[src/rtl/manual_pkg.sv]
// Shared encodings for the manual-transmission drive controller.
package manual_pkg;

    localparam logic [1:0] ST_NSTART = 2'b00;
    localparam logic [1:0] ST_START  = 2'b01;
    localparam logic [1:0] ST_MOVING = 2'b10;

    localparam logic [3:0] MV_NONE    = 4'b0000;
    localparam logic [3:0] MV_FORWARD = 4'b0001;
    localparam logic [3:0] MV_BACK    = 4'b0010;
    localparam logic [3:0] MV_RIGHT   = 4'b0100;
    localparam logic [3:0] MV_LEFT    = 4'b1000;

    localparam logic POFF = 1'b0;
    localparam logic PON  = 1'b1;

    // Reverse gear overrides steering; conflicting left+right means straight ahead.
    function automatic logic [3:0] drive_dir(input logic rgs, input logic left, input logic right);
        if (rgs)
            return MV_BACK;
        if (left && !right)
            return MV_LEFT;
        if (right && !left)
            return MV_RIGHT;
        return MV_FORWARD;
    endfunction

endpackage

[src/rtl/ms_tick_gen.sv]
// Free-running millisecond prescaler: one-cycle tick every MS_DIV clocks.
module ms_tick_gen #(
    parameter int MS_DIV = 100_000
) (
    input  logic clk,
    input  logic rst,
    output logic tick
);

    localparam int CNT_W = $clog2(MS_DIV + 2);
    localparam logic [CNT_W-1:0] RELOAD = CNT_W'(MS_DIV - 1);

    logic [CNT_W-1:0] cnt_q, cnt_d;

    assign tick = (cnt_q == '0);

    always_comb begin
        cnt_d = cnt_q - CNT_W'(1);
        if (tick)
            cnt_d = RELOAD;
    end

    always_ff @(posedge clk or negedge rst) begin
        if (!rst)
            cnt_q <= RELOAD;
        else
            cnt_q <= cnt_d;
    end

endmodule

[src/rtl/manual_drive_ctrl.sv]
// Drive controller: power sequencing, NSTART/START/MOVING FSM, turn lights,
// idle auto-power-off and saturating mileage.
//   state  | meaning
//   NSTART | powered, engine not started (hazard blink, idle timer runs)
//   START  | engine running, stationary
//   MOVING | vehicle in motion, direction in moving_state, mileage counts
module manual_drive_ctrl
    import manual_pkg::*;
#(
    parameter int CLK_FREQ_HZ = 100_000_000,
    parameter int POWER_ON_MS = 1000,
    parameter int BLINK_MS    = 500,
    parameter int IDLE_MS     = 10000,
    parameter int MILE_MS     = 1000,
    parameter int MILEAGE_W   = 16
) (
    input  logic                 clk,
    input  logic                 rst,
    input  logic                 power_on,
    input  logic                 power_off,
    input  logic                 clutch,
    input  logic                 brake,
    input  logic                 throttle,
    input  logic                 rgs,
    input  logic                 left,
    input  logic                 right,
    output logic                 power,
    output logic [1:0]           state,
    output logic [3:0]           moving_state,
    output logic                 turn_left_light,
    output logic                 turn_right_light,
    output logic                 power_light,
    output logic [2:0]           state_light,
    output logic [3:0]           moving_light,
    output logic [MILEAGE_W-1:0] mileage
);

    localparam int MS_DIV = CLK_FREQ_HZ / 1000;
    localparam int PON_W  = $clog2(POWER_ON_MS + 2);
    localparam int BLK_W  = $clog2(BLINK_MS + 2);
    localparam int IDL_W  = $clog2(IDLE_MS + 2);
    localparam int MIL_W  = $clog2(MILE_MS + 2);
    localparam logic [PON_W-1:0] PON_TC = PON_W'(POWER_ON_MS - 1);
    localparam logic [BLK_W-1:0] BLK_TC = BLK_W'(BLINK_MS - 1);
    localparam logic [IDL_W-1:0] IDL_TC = IDL_W'((IDLE_MS > 0) ? IDLE_MS - 1 : 0);
    localparam logic [MIL_W-1:0] MIL_TC = MIL_W'(MILE_MS - 1);

    logic tick;

    ms_tick_gen #(.MS_DIV(MS_DIV)) u_ms_tick (
        .clk  (clk),
        .rst  (rst),
        .tick (tick)
    );

    logic                 power_q, power_d;
    logic [1:0]           state_q, state_d;
    logic [3:0]           moving_q, moving_d;
    logic                 turn_l_q, turn_l_d;
    logic                 turn_r_q, turn_r_d;
    logic                 blink_q, blink_d;
    logic [MILEAGE_W-1:0] mileage_q, mileage_d;
    logic [PON_W-1:0]     pon_cnt_q, pon_cnt_d;
    logic [BLK_W-1:0]     blink_cnt_q, blink_cnt_d;
    logic [IDL_W-1:0]     idle_cnt_q, idle_cnt_d;
    logic [MIL_W-1:0]     mile_cnt_q, mile_cnt_d;
    logic                 any_in, idle_expire, stall;

    always_comb begin
        power_d     = power_q;
        state_d     = state_q;
        moving_d    = moving_q;
        blink_d     = blink_q;
        mileage_d   = mileage_q;
        pon_cnt_d   = pon_cnt_q;
        blink_cnt_d = blink_cnt_q;
        idle_cnt_d  = idle_cnt_q;
        mile_cnt_d  = mile_cnt_q;
        idle_expire = 1'b0;
        stall       = 1'b0;
        any_in      = clutch | brake | throttle | rgs | left | right;

        if (tick) begin
            if (blink_cnt_q == BLK_TC) begin
                blink_cnt_d = '0;
                blink_d     = ~blink_q;
            end else begin
                blink_cnt_d = blink_cnt_q + BLK_W'(1);
            end
        end

        if (!(power_q && state_q == ST_NSTART && !any_in) || IDLE_MS == 0) begin
            idle_cnt_d = '0;
        end else if (tick) begin
            if (idle_cnt_q == IDL_TC) begin
                idle_cnt_d  = '0;
                idle_expire = 1'b1;
            end else begin
                idle_cnt_d = idle_cnt_q + IDL_W'(1);
            end
        end

        if (state_q != ST_MOVING) begin
            mile_cnt_d = '0;
        end else if (tick) begin
            if (mile_cnt_q == MIL_TC) begin
                mile_cnt_d = '0;
                if (mileage_q != {MILEAGE_W{1'b1}})
                    mileage_d = mileage_q + MILEAGE_W'(1);
            end else begin
                mile_cnt_d = mile_cnt_q + MIL_W'(1);
            end
        end

        if (!power_q) begin
            if (!power_on) begin
                pon_cnt_d = '0;
            end else if (tick) begin
                if (pon_cnt_q == PON_TC) begin
                    pon_cnt_d = '0;
                    power_d   = PON;
                    state_d   = ST_NSTART;
                    moving_d  = MV_NONE;
                end else begin
                    pon_cnt_d = pon_cnt_q + PON_W'(1);
                end
            end
        end else begin
            case (state_q)
                ST_NSTART: begin
                    moving_d = MV_NONE;
                    if (brake)
                        state_d = ST_NSTART;
                    else if (throttle && !clutch)
                        stall = 1'b1;
                    else if (throttle && clutch && !rgs)
                        state_d = ST_START;
                end
                ST_START: begin
                    moving_d = MV_NONE;
                    if (brake) begin
                        state_d = ST_NSTART;
                    end else if (throttle && !clutch) begin
                        state_d  = ST_MOVING;
                        moving_d = drive_dir(rgs, left, right);
                    end
                end
                ST_MOVING: begin
                    if (rgs && !clutch) begin
                        stall = 1'b1;
                    end else if (brake) begin
                        state_d  = ST_NSTART;
                        moving_d = MV_NONE;
                    end else if (!throttle) begin
                        state_d  = ST_START;
                        moving_d = MV_NONE;
                    end else begin
                        moving_d = drive_dir(rgs, left, right);
                    end
                end
                default: begin
                    state_d  = ST_NSTART;
                    moving_d = MV_NONE;
                end
            endcase
            if (power_off || stall || idle_expire) begin
                power_d  = POFF;
                state_d  = ST_NSTART;
                moving_d = MV_NONE;
            end
        end

        // Lights follow the post-edge state so they change together with it.
        turn_l_d = power_d & blink_d & ((state_d == ST_NSTART) | left);
        turn_r_d = power_d & blink_d & ((state_d == ST_NSTART) | right);
    end

    always_ff @(posedge clk or negedge rst) begin
        if (!rst) begin
            power_q     <= POFF;
            state_q     <= ST_NSTART;
            moving_q    <= MV_NONE;
            turn_l_q    <= 1'b0;
            turn_r_q    <= 1'b0;
            blink_q     <= 1'b1;
            mileage_q   <= '0;
            pon_cnt_q   <= '0;
            blink_cnt_q <= '0;
            idle_cnt_q  <= '0;
            mile_cnt_q  <= '0;
        end else begin
            power_q     <= power_d;
            state_q     <= state_d;
            moving_q    <= moving_d;
            turn_l_q    <= turn_l_d;
            turn_r_q    <= turn_r_d;
            blink_q     <= blink_d;
            mileage_q   <= mileage_d;
            pon_cnt_q   <= pon_cnt_d;
            blink_cnt_q <= blink_cnt_d;
            idle_cnt_q  <= idle_cnt_d;
            mile_cnt_q  <= mile_cnt_d;
        end
    end

    always_comb begin
        state_light = 3'b000;
        if (power_q) begin
            case (state_q)
                ST_NSTART: state_light = 3'b001;
                ST_START:  state_light = 3'b010;
                ST_MOVING: state_light = 3'b100;
                default:   state_light = 3'b000;
            endcase
        end
    end

    assign power            = power_q;
    assign state            = state_q;
    assign moving_state     = moving_q;
    assign turn_left_light  = turn_l_q;
    assign turn_right_light = turn_r_q;
    assign power_light      = power_q;
    assign moving_light     = power_q ? moving_q : 4'b0000;
    assign mileage          = mileage_q;

endmodule
[config.mk]
export PLATFORM = sky130hd
export DESIGN_NAME = manual_drive_ctrl
export DESIGN_NICKNAME = d
export VERILOG_FILES = /design/src/rtl/manual_pkg.sv /design/src/rtl/ms_tick_gen.sv /design/src/rtl/manual_drive_ctrl.sv
export SDC_FILE = /design/constraint.sdc
export NUM_CORES = 1
export LEC_CHECK = 0
export BUFFER_PORTS_ARGS = -buffer_cell sky130_fd_sc_hd__buf_2
export CORE_UTILIZATION = 35
export CTS_CLUSTER_SIZE = 24
export DETAILED_ROUTE_END_ITERATION = 8
export PLACE_DENSITY = 0.56
export SLEW_MARGIN = 5
export SYNTH_ARGS = -nofsm -noshare
export SYNTH_HDL_FRONTEND = slang
export SYNTH_HIERARCHICAL = 1
export SYNTH_SLANG_ARGS = --single-unit
[constraint.sdc]
create_clock -name clk -period 4.7 [get_ports clk]
set_input_delay 0.47 -clock clk [delete_from_list [all_inputs] [get_ports clk]]
set_output_delay 0.47 -clock clk [all_outputs]
set_load 0.01 [all_outputs]
==> results.md, run 1 <==
- WL/cell: 13.9 um
- Via density: 5.18
- Clk Latency, worst-skew pair: between 0.3 and 0.4 ns
- Row Count: between 40 and 50
- Crit path from: u_ms_tick/cnt_q[0]
- WP data arrival: 3.35 ns
- Slew Viols, Final: 0
- DRC Markers: 0
- Critical-path cell list: inv_1 > ha_1 > nor4b_1 > and4_1 > inv_1 > a2111oi_0 > nand3_1 > xor2_1 > nor2_1
- Max transition margin: 0.415
- Fin crit share: 0.664
- Fmax: 321 MHz
- Distinct cells, synth: 60
- Area post-placement: 5040 sq um
- Detailed Route Iter0 Violations: 234
- Count leader, synth: dfrtp_1
- Slowest CP cell: a2111oi_0
- Synth top area share: 0.403
- Total I/O pin count: 43
- CTS Buffer Depth: 2
- Final Cell Area: 5370 sq um
- R2R cell count: 9
- Netlist Area Pre-Place: 4650 sq um
- Die X: 117 um
- Metal-1 WL: 4820 um
- Root Buffer: clkbuf_16
- Routed vias: about 3600
- Routed length on met3: 476 um
- Nets: 538
- Routed wire length: approximately 9600 um
- Slew @ Worst Pin: slightly below 0.9 ns
- Dpl hpwl: 6720 um
- Total GRT Usage: 0.150
- DIE AREA: 13800 sq um
- Setup Fix Bufs, Post-CTS: 0
- Final Skew: 0.00491 ns
- Max Cap Viol: 0
- FF+latch count, synth: 86
- Drt pass-1 iters: 4
- Vias in the first global route: 3471
- TritonCTS clock tree: done
- Synth area leader: dfrtp_1
- Net Count, Synth: between 400 and 500
- CP Capture Type: flop
- Metal2 WL: around 4000 um
- CP delay by family, top: simple AND/OR/NAND/NOR gates
- Ys async rst share: 1.00
- RSZ-0062 raised after global routing: false
- Fin crit period: 3.12 ns
- Main synth FF type: dfrtp_1
- Hold Fails Final Rpt: 0
- Setup violations, final: 0
- RR Endpoint: pon_cnt_q[7]
- Cell Pwr Density: 296 nW/um^2
- Yosys warnings: 6
- Grt total ovfl: 0
- Antenna Cells: 0
- Initial antenna violation count: 0
- Power Total: ~1.6 mW
- Outcome: complete, no violations
- Hold crit path type: in -> async
- Setup_tns: 0 ns
- Initial Util: 0.364
- Clk sink count: 86
- CP Class: reg -> reg
- Worst R2R Start: u_ms_tick/cnt_q[0]
- Main area contributors after synthesis: dfrtp_1, dfstp_2, xnor2_1
- Core Area: ~13000 sq um
- Critical Path RT: 4.93 ns
- Die height: about 120 um
- Crit path largest cell delay: 0.76 ns
- DRT antenna net count: 0
- First-pass GRT wire length: approximately 17000 um
- Gates resized, CTS repair: 0
- Mapped Cells: 469
- Share of cells above drive strength 1: 0.170
- GPL Wtd Cong: a little over 0.8
- Post-layout util: 0.421
- End of the critical path: pon_cnt_q[7]
- Post-CTS Hold Buffers: 0
- Crit. path cell count: 9
- Static Leak: around 2.4 nW
- Top sig layer: met4
- Area delta synth->final: 15.4%
- CP Buf/Inv Count: 2
- Port Buf Inserts: between 40 and 50
- Clock transition at path regs: about 0.060 ns
- Flop-to-flop setup slack: 1.58 ns
- Mapped Avg Cell Area: 9.92 sq um
- H-Tree Depth: 3
- Number of flops mapped to enable cells by yosys: 0
- Worst setup SP type: flop
- Synth cell count leaders: dfrtp_1, nand2_1, nor2_1
- Top cell by count, worst path: inv_1
- Largest net degree at the start of global routing: 50
- TritonCTS Buffers: 9
- Minimum hold slack: 0.157 ns
- Number of fill cells: 1243
- Seq/Total Area, Yosys: 0.465
- CP max FO: 18
- Maximum vdd ir drop: 153 uV
[power by group]
group	switching [mW]	total, mW	internal [mW]
Combinational	0.0290	0.0395	0.0106
Clock	0.285	0.804	0.519
Sequential	0.00322	0.747	0.744
Total	0.317	1.59	1.27
[kinds of logic after synthesis]
logic type	synth area share
and+or+nand+nor	0.264
DFF	0.465
AOI/OAI and AO/OA	0.114
xor gates and xnor gates	0.0847
buffers and inverters	0.0242
adders and majority gates	0.0403
muxes	0.00726
[flip-flops by register name (all words and copies together) (netlist names), 2 cells and up]
register,count
mile_cnt_q,10
state,2
u_ms_tick/cnt_q,17
pon_cnt_q,10
blink_cnt_q,9
moving_state,4
idle_cnt_q,14
mileage,16
[layout by cell type, fill, tap and decap left out, drive strengths merged, types with 11 or more instances in the layout]
master  synthesis  final
nand4          15     15
nor2           37     37
xnor2          30     30
nand3          22     22
ha             15     15
xor2           15     15
dfrtp          75     75
nand2          45     45
clkbuf          6     12
dfstp          11     11
o21ai          26     26
and2           11     11
nor3           13     13
buf             4     43
inv            17     17
and3           16     16
[per-layer routing]
metal | global-route usage | vias to the layer above
li1 | - | 1787
met1 | 0.216 | 1694
met2 | 0.216 | 79
met3 | 0.0326 | 15
met4 | 0.0617 | 0
met5 | 0 | -
[per-stage QoR]
step,std cells,setup WS (ns)
floorplan,469,2.31
global route,690,1.25
finish,690,1.58
detailed placement,674,1.56
global placement,674,1.64
CTS,690,1.55
[cell type report]
cell class	instances	area, sq um	area share
Sequential cell	86	2170	0.403
Multi-Input combinational cell	356	2370	0.442
Clock inverter	4	95.1	0.0177
Inverter	17	63.8	0.0119
Clock buffer	12	236	0.0440
Timing Repair Buffer	43	220	0.0410
Tap cell	172	215	0.0401
[worst min path at each step]
| stage | slack, ns | depth (start not counted) | to | start |
|---|---|---|---|---|
| after floorplan | 0.17 | 0 | blink_cnt_q[0] | rst |
| after global placement | 0.45 | 1 | u_ms_tick/cnt_q[0] | u_ms_tick/cnt_q[0] |
| after detailed placement | 0.45 | 1 | u_ms_tick/cnt_q[0] | u_ms_tick/cnt_q[0] |
| after CTS | 0.18 | 1 | state[1] | rst |
| after global routing | 0.22 | 1 | pon_cnt_q[3] | rst |
| final | 0.16 | 1 | idle_cnt_q[4] | rst |
Note: power is estimated with default switching activity, not from simulation.
==> run 2: changes to the inputs <==
==> constraint.sdc (replaced) <==
create_clock -name clk -period 3.25 [get_ports clk]
set_input_delay 0.325 -clock clk [delete_from_list [all_inputs] [get_ports clk]]
set_output_delay 0.325 -clock clk [all_outputs]
set_load 0.01 [all_outputs]
==> run 2 against run 1 <==
Power up 41%. Via count up 0.48%. Non-clock buffer count up 5. Clock power up 37%. Clock skew up 0.0059 ns. Die area unchanged. Cell count up 0.72%. Wire length up 0.39%. Largest power group unchanged. Highest routed layer unchanged.
==> results.md, run 2 (same netlist as run 1, synthesis figures left out) <==
- Slew Viols, Final: 0 (unchanged)
- Largest net degree at the start of global routing: 63 (was 50)
- Post-layout util: 0.422 (was 0.421)
- Clk sink count: 86 (unchanged)
- Fin crit period: 2.83 ns (was 3.12 ns)
- Max transition margin: 0.415 (about the same)
- Final Cell Area: 5400 sq um (was 5370 sq um)
- Grt total ovfl: 0 (unchanged)
- Max FFs per register: 17 (unchanged)
- Outcome: complete, no violations (unchanged)
- Antenna Cells: 0 (unchanged)
- Setup Fix Bufs, Post-CTS: 0 (unchanged)
- Drt pass-1 iters: 4 (unchanged)
- Leading cell type in the layout, fill and taps excluded: dfrtp_1 (unchanged)
- RSZ-0062 raised after global routing: false (unchanged)
- Hold crit path type: in -> async (unchanged)
- Port Buf Inserts: 42 (unchanged)
- Cell Pwr Density: 415 nW/um^2 (was 296 nW/um^2)
- Post-CTS Hold Buffers: 0 (unchanged)
- Critical Path RT: 3.51 ns (was 4.93 ns)
- Placed instance count: 679 (was 674)
- Commonest non-fill, non-tap cells in the layout: dfrtp_1, nand2_1, buf_2, nor2_1, xnor2_1 (unchanged)
- CP Class: reg -> reg (unchanged)
- Worst setup SP type: flop (unchanged)
- Setup_tns: 0 ns (unchanged)
- Gates resized, CTS repair: 0 (unchanged)
- R2R cell count: 10 (was 9)
- Root Buffer: clkbuf_16 (unchanged)
- Maximum vdd ir drop: 272 uV (was 153 uV)
- Vias in the first global route: 3452 (was 3471)
- Area delta synth->final: 15.9% (was 15.4%)
- Routed vias: 3592 (was 3575)
- RR Endpoint: turn_left_light (was pon_cnt_q[7])
- Fin cells: 695 (was 690)
- First-pass GRT wire length: 16700 um (was 17000 um)
- Reg with most FFs: u_ms_tick/cnt_q (unchanged)
- Initial Util: 0.364 (unchanged)
- DIE AREA: 13800 sq um (unchanged)
- Die X: 117 um (unchanged)
- Initial antenna violation count: 0 (unchanged)
- Slew @ Worst Pin: 0.869 ns (was 0.870 ns)
- GPL Wtd Cong: 0.772 (was 0.804)
- Fmax: 354 MHz (was 321 MHz)
- WL/cell: 13.8 um (was 13.9 um)
- CTS Buffer Depth: 2 (unchanged)
- CP Capture Type: flop (unchanged)
- Hold Fails Final Rpt: 0 (unchanged)
- Clock transition at path regs: 0.06 ns (about the same)
- Static Leak: 2.38 nW (was 2.36 nW)
- Row Count: 41 (unchanged)
- DRC Markers: 0 (unchanged)
- Die height: 117 um (unchanged)
- H-Tree Depth: 3 (unchanged)
- Clk Latency, worst-skew pair: 0.34 ns (about the same)
- Total GRT Usage: 0.149 (was 0.150)
- Final Skew: 0.0109 ns (was 0.00491 ns)
- Area post-placement: 5080 sq um (was 5040 sq um)
- Core Area: 12800 sq um (unchanged)
- Max Cap Viol: 0 (unchanged)
- TritonCTS clock tree: done (unchanged)
- Worst R2R Start: u_ms_tick/cnt_q[0] (unchanged)
- Fin crit share: 0.870 (was 0.664)
- CP max FO: 10 (was 18)
- Total I/O pin count: 43 (unchanged)
- WP data arrival: 3.09 ns (was 3.35 ns)
- Via density: 5.17 (was 5.18)
- Power Total: 2.24 mW (was 1.59 mW)
- Flop-to-flop setup slack: 0.42 ns (was 1.58 ns)
- DRT antenna net count: 0 (unchanged)
- Routed wire length: 9610 um (was 9570 um)
- Nets: 543 (was 538)
- TritonCTS Buffers: 9 (unchanged)
- Dpl hpwl: 6780 um (was 6720 um)
- Share of cells above drive strength 1: 0.178 (was 0.170)
- Setup violations, final: 0 (unchanged)
- Detailed Route Iter0 Violations: 246 (was 234)
[run 2: stage by stage]
stage	worst slack [ns]	hold WS [ns]
floorplan	0.860	0.0294
global route	0.101	0.140
detailed placement	0.410	0.447
finish	0.423	0.0705
CTS	0.408	0.103
global placement	0.550	0.447
[run 2: area by class of cell]
type,instances,area [sq um]
Timing Repair Buffer,48,258
Clock buffer,13,250
Sequential cell,86,2170
Multi-Input combinational cell,356,2370
Tap cell,172,215
Inverter,17,63.8
Clock inverter,3,67.6
Fill cell,1262,7380
[run 2: power by group]
part / total (mW) / internal (mW) / leakage [nW] / switching [mW]
sequential: 1.08 / 1.08 / 1.15 / 0.00445
clock: 1.10 / 0.695 / 0.150 / 0.407
combinational: 0.0581 / 0.0161 / 1.08 / 0.0420
total: 2.24 / 1.79 / 2.38 / 0.453
[run 2: per-layer routing]
layer | wire (um) | vias to the layer above | track usage
li1 | - | 1794 | -
met2 | 4290 | 60 | 0.223
met4 | 79 | 0 | 0.0552
met5 | 0 | - | 0
met3 | 393 | 9 | 0.0418
met1 | 4850 | 1729 | 0.204
[run 2: how the worst max path moves through the flow]
| stage | from | to |
|---|---|---|
| 2_1_floorplan | u_ms_tick/cnt_q[0] | pon_cnt_q[9] |
| 3_3_place_gp | u_ms_tick/cnt_q[0] | turn_left_light |
| 3_5_place_dp | u_ms_tick/cnt_q[0] | turn_right_light |
| 4_1_cts | u_ms_tick/cnt_q[0] | turn_right_light |
| 5_1_grt | u_ms_tick/cnt_q[0] | turn_left_light |
| 6_report | u_ms_tick/cnt_q[0] | turn_left_light |
[run 2: worst max-delay path, stage by stage (launching register included)]
cell and delay [ns]:
dfstp_2 0.38, inv_1 0.07, ha_1 0.16, nor4b_1 0.25, and4_1 0.48, buf_4 0.25, nand2_1 0.14, nor4_4 0.43
xor2_1 0.20, a21bo_2 0.25, a31oi_1 0.14
==> run 3: changes to the inputs <==
--- a/config.mk
+++ b/config.mk
@@ -6,7 +6,9 @@
 export NUM_CORES = 1
 export LEC_CHECK = 0
 export BUFFER_PORTS_ARGS = -buffer_cell sky130_fd_sc_hd__buf_2
+export CORE_ASPECT_RATIO = 0.5
 export CORE_UTILIZATION = 35
+export CTS_CLUSTER_DIAMETER = 60
 export CTS_CLUSTER_SIZE = 24
 export DETAILED_ROUTE_END_ITERATION = 8
 export PLACE_DENSITY = 0.56
==> run 3 against run 2 <==
Wire length increased by 0.95%. Register-to-register slack about the same. Non-clock buffer count stayed put. Setup slack improved by 0.0088 ns. Power is 1.8% lower. Clock power decreased by 4%. Flip-flop and latch count unchanged. Global-route usage grew 0.28 points. Via count is 0.64% lower. Utilization decreased by 0.20 points. Critical path type unchanged. Critical endpoint is now turn_right_light. Highest routed layer unchanged.
==> results.md, run 3 (same netlist as run 1, synthesis figures left out) <==
- WP data arrival: 3.08 ns (was 3.09 ns)
- Max Cap Viol: 0 (unchanged)
- Hold crit path type: in -> async (unchanged)
- Root Buffer: clkbuf_16 (unchanged)
- Area delta synth->final: 15.7% (was 15.9%)
- TritonCTS Buffers: 9 (unchanged)
- Fin crit period: 2.82 ns (was 2.83 ns)
- Critical Path RT: 3.51 ns (about the same)
- Reg with most FFs: u_ms_tick/cnt_q (unchanged)
- Outcome: complete, no violations (unchanged)
- Flop-to-flop setup slack: 0.43 ns (was 0.42 ns)
- Worst setup SP type: flop (unchanged)
- Total GRT Usage: 0.152 (was 0.149)
- CTS Buffer Depth: 2 (unchanged)
- CP Class: reg -> reg (unchanged)
- Nets: 543 (unchanged)
- Switching part of the total: 0.214 (was 0.202)
- Setup Fix Bufs, Post-CTS: 0 (unchanged)
- Die height: 83.5 um (was 117 um)
- Dpl hpwl: 6870 um (was 6780 um)
- Clock transition at path regs: 0.07 ns (was 0.06 ns)
- Max FFs per register: 17 (unchanged)
- Clk sink count: 86 (unchanged)
- Number of fill cells: 1255 (was 1262)
- Die X: 165 um (was 117 um)
- Power Total: 2.20 mW (was 2.24 mW)
- TritonCTS clock tree: done (unchanged)
- Via density: 5.15 (was 5.17)
- Routed vias: 3569 (was 3592)
- Post-CTS Hold Buffers: 0 (unchanged)
- First-pass GRT wire length: 16700 um (about the same)
- RR Endpoint: turn_right_light (was turn_left_light)
- Cell Pwr Density: 409 nW/um^2 (was 415 nW/um^2)
- Max transition margin: 0.375 (was 0.415)
- Antenna Cells: 0 (unchanged)
- Internal power: 1.73 mW (was 1.79 mW)
- Drt pass-1 iters: 4 (unchanged)
- Critical-path cell list: inv_1 > ha_1 > nor4b_1 > and4_1 > nand2_1 > nor4_1 > a211oi_1 > or4_1 > a31oi_1 (was inv_1 > ha_1 > nor4b_1 > and4_1 > buf_4 > nand2_1 > nor4_4 > xor2_1 > a21bo_2 > a31oi_1)
- Clk Latency, worst-skew pair: 0.34 ns (about the same)
- Gates resized, CTS repair: 0 (unchanged)
- Leading cell type in the layout, fill and taps excluded: dfrtp_1 (unchanged)
- Detailed Route Iter0 Violations: 98 (was 246)
- CP Buf/Inv Count: 1 (was 2)
- Hold Fails Final Rpt: 0 (unchanged)
- DIE AREA: 13800 sq um (about the same)
- Multi-input logic area: 2370 sq um (unchanged)
- GPL Wtd Cong: 0.816 (was 0.772)
- Crit path largest cell delay: 0.56 ns (was 0.48 ns)
- Clk network pwr share: 0.482 (was 0.492)
- Static Leak: 2.38 nW (about the same)
- Vias in the first global route: 3371 (was 3452)
- DRC Markers: 0 (unchanged)
- DRT antenna net count: 0 (unchanged)
- Share of cells above drive strength 1: 0.184 (was 0.178)
- CP max FO: 13 (was 10)
- Final Skew: 0.0107 ns (was 0.0109 ns)
- Port Buf Inserts: 42 (unchanged)
- Setup violations, final: 0 (unchanged)
- Fin crit share: 0.867 (was 0.870)
- NetSw: 0.471 mW (was 0.453 mW)
- Slew @ Worst Pin: 0.937 ns (was 0.869 ns)
- Setup_tns: 0 ns (unchanged)
- R2R cell count: 9 (was 10)
- Slew Viols, Final: 0 (unchanged)
- H-Tree Depth: 3 (unchanged)
- Fmax: 355 MHz (was 354 MHz)
- Row Count: 29 (was 41)
- CP delay by family, top: simple AND/OR/NAND/NOR gates (unchanged)
- Slowest CP cell: and4_1 (unchanged)
- Core Area: 12800 sq um (about the same)
- Register share of total power: 0.491 (was 0.482)
- CP Capture Type: flop (unchanged)
- Routed wire length: 9700 um (was 9610 um)
- Logic pwr share: 0.027 (was 0.026)
- Worst R2R Start: u_ms_tick/cnt_q[0] (unchanged)
- Initial antenna violation count: 0 (unchanged)
- Grt total ovfl: 0 (unchanged)
- Register area: 2170 sq um (unchanged)
- Maximum vdd ir drop: 213 uV (was 272 uV)
- WL/cell: 14.0 um (was 13.8 um)
- Minimum hold slack: 0.124 ns (was 0.0705 ns)
- Initial Util: 0.363 (was 0.364)
- Total I/O pin count: 43 (unchanged)
- Largest net degree at the start of global routing: 72 (was 63)
- Commonest non-fill, non-tap cells in the layout: dfrtp_1, nand2_1, buf_2, nor2_1, xnor2_1 (unchanged)
- RSZ-0062 raised after global routing: false (unchanged)
-- run 3: changes by cell type in the layout (fill, tap and decap cells not counted), sizes merged --
| cell | delta |
|---|---|
| inv | +1 |
| clkinv | +2 |
| bufinv | -1 |
| clkbuf | -2 |
-- run 3: layout make-up --
type,count,area share
Clock buffer,11,0.0469
Clock inverter,5,0.0105
Inverter,17,0.0119
Multi-Input combinational cell,356,0.441
Sequential cell,86,0.402
Tap cell,170,0.0395
Timing Repair Buffer,48,0.0479
-- run 3: power by group through the flow --
stage	clock network, mW	registers, mW	logic [mW]
2_1_floorplan	0	1.10	0.0204
3_3_place_gp	0	1.10	0.0611
3_5_place_dp	0	1.10	0.0613
4_1_cts	1.09	1.08	0.0614
5_1_grt	1.14	1.08	0.0691
6_report	1.06	1.08	0.0595
-- run 3: worst register-to-register path, cell delays in order, from the launching register on --
cell      delay (ns)
dfstp_2         0.38
inv_1           0.07
ha_1            0.16
nor4b_1         0.21
and4_1          0.56
nand2_1         0.11
nor4_1          0.50
a211oi_1        0.14
or4_1           0.45
a31oi_1         0.18
-- run 3: stage by stage --
| step | utilization | std cells | area (sq um) | setup WS, ns |
|---|---|---|---|---|
| 2_1_floorplan | - | 469 | 4650 | 0.860 |
| 3_3_place_gp | 0.396 | 677 | 5070 | 0.451 |
| 3_5_place_dp | 0.396 | 677 | 5070 | 0.435 |
| 4_1_cts | 0.420 | 693 | 5380 | 0.422 |
| 5_1_grt | 0.420 | 693 | 5380 | 0.144 |
| 6_report | 0.420 | 693 | 5380 | 0.432 |
-- run 3: worst max-delay path by stage --
stage	startpoint	to	slack, ns	cells after the start
after floorplan	u_ms_tick/cnt_q[0]	pon_cnt_q[9]	0.86	10
after global placement	u_ms_tick/cnt_q[0]	turn_right_light	0.45	9
after detailed placement	u_ms_tick/cnt_q[0]	turn_left_light	0.43	9
after CTS	u_ms_tick/cnt_q[0]	turn_left_light	0.42	9
after global routing	u_ms_tick/cnt_q[0]	turn_left_light	0.14	9
final	u_ms_tick/cnt_q[0]	turn_right_light	0.43	9
-- run 3: per-layer routing --
metal | vias to the layer above | global-route usage | wire [um]
li1 | 1786 | - | -
met5 | - | 0 | 0
met4 | 0 | 0.0342 | 38
met1 | 1737 | 0.215 | 5030
met3 | 5 | 0.0387 | 307
met2 | 41 | 0.232 | 4330
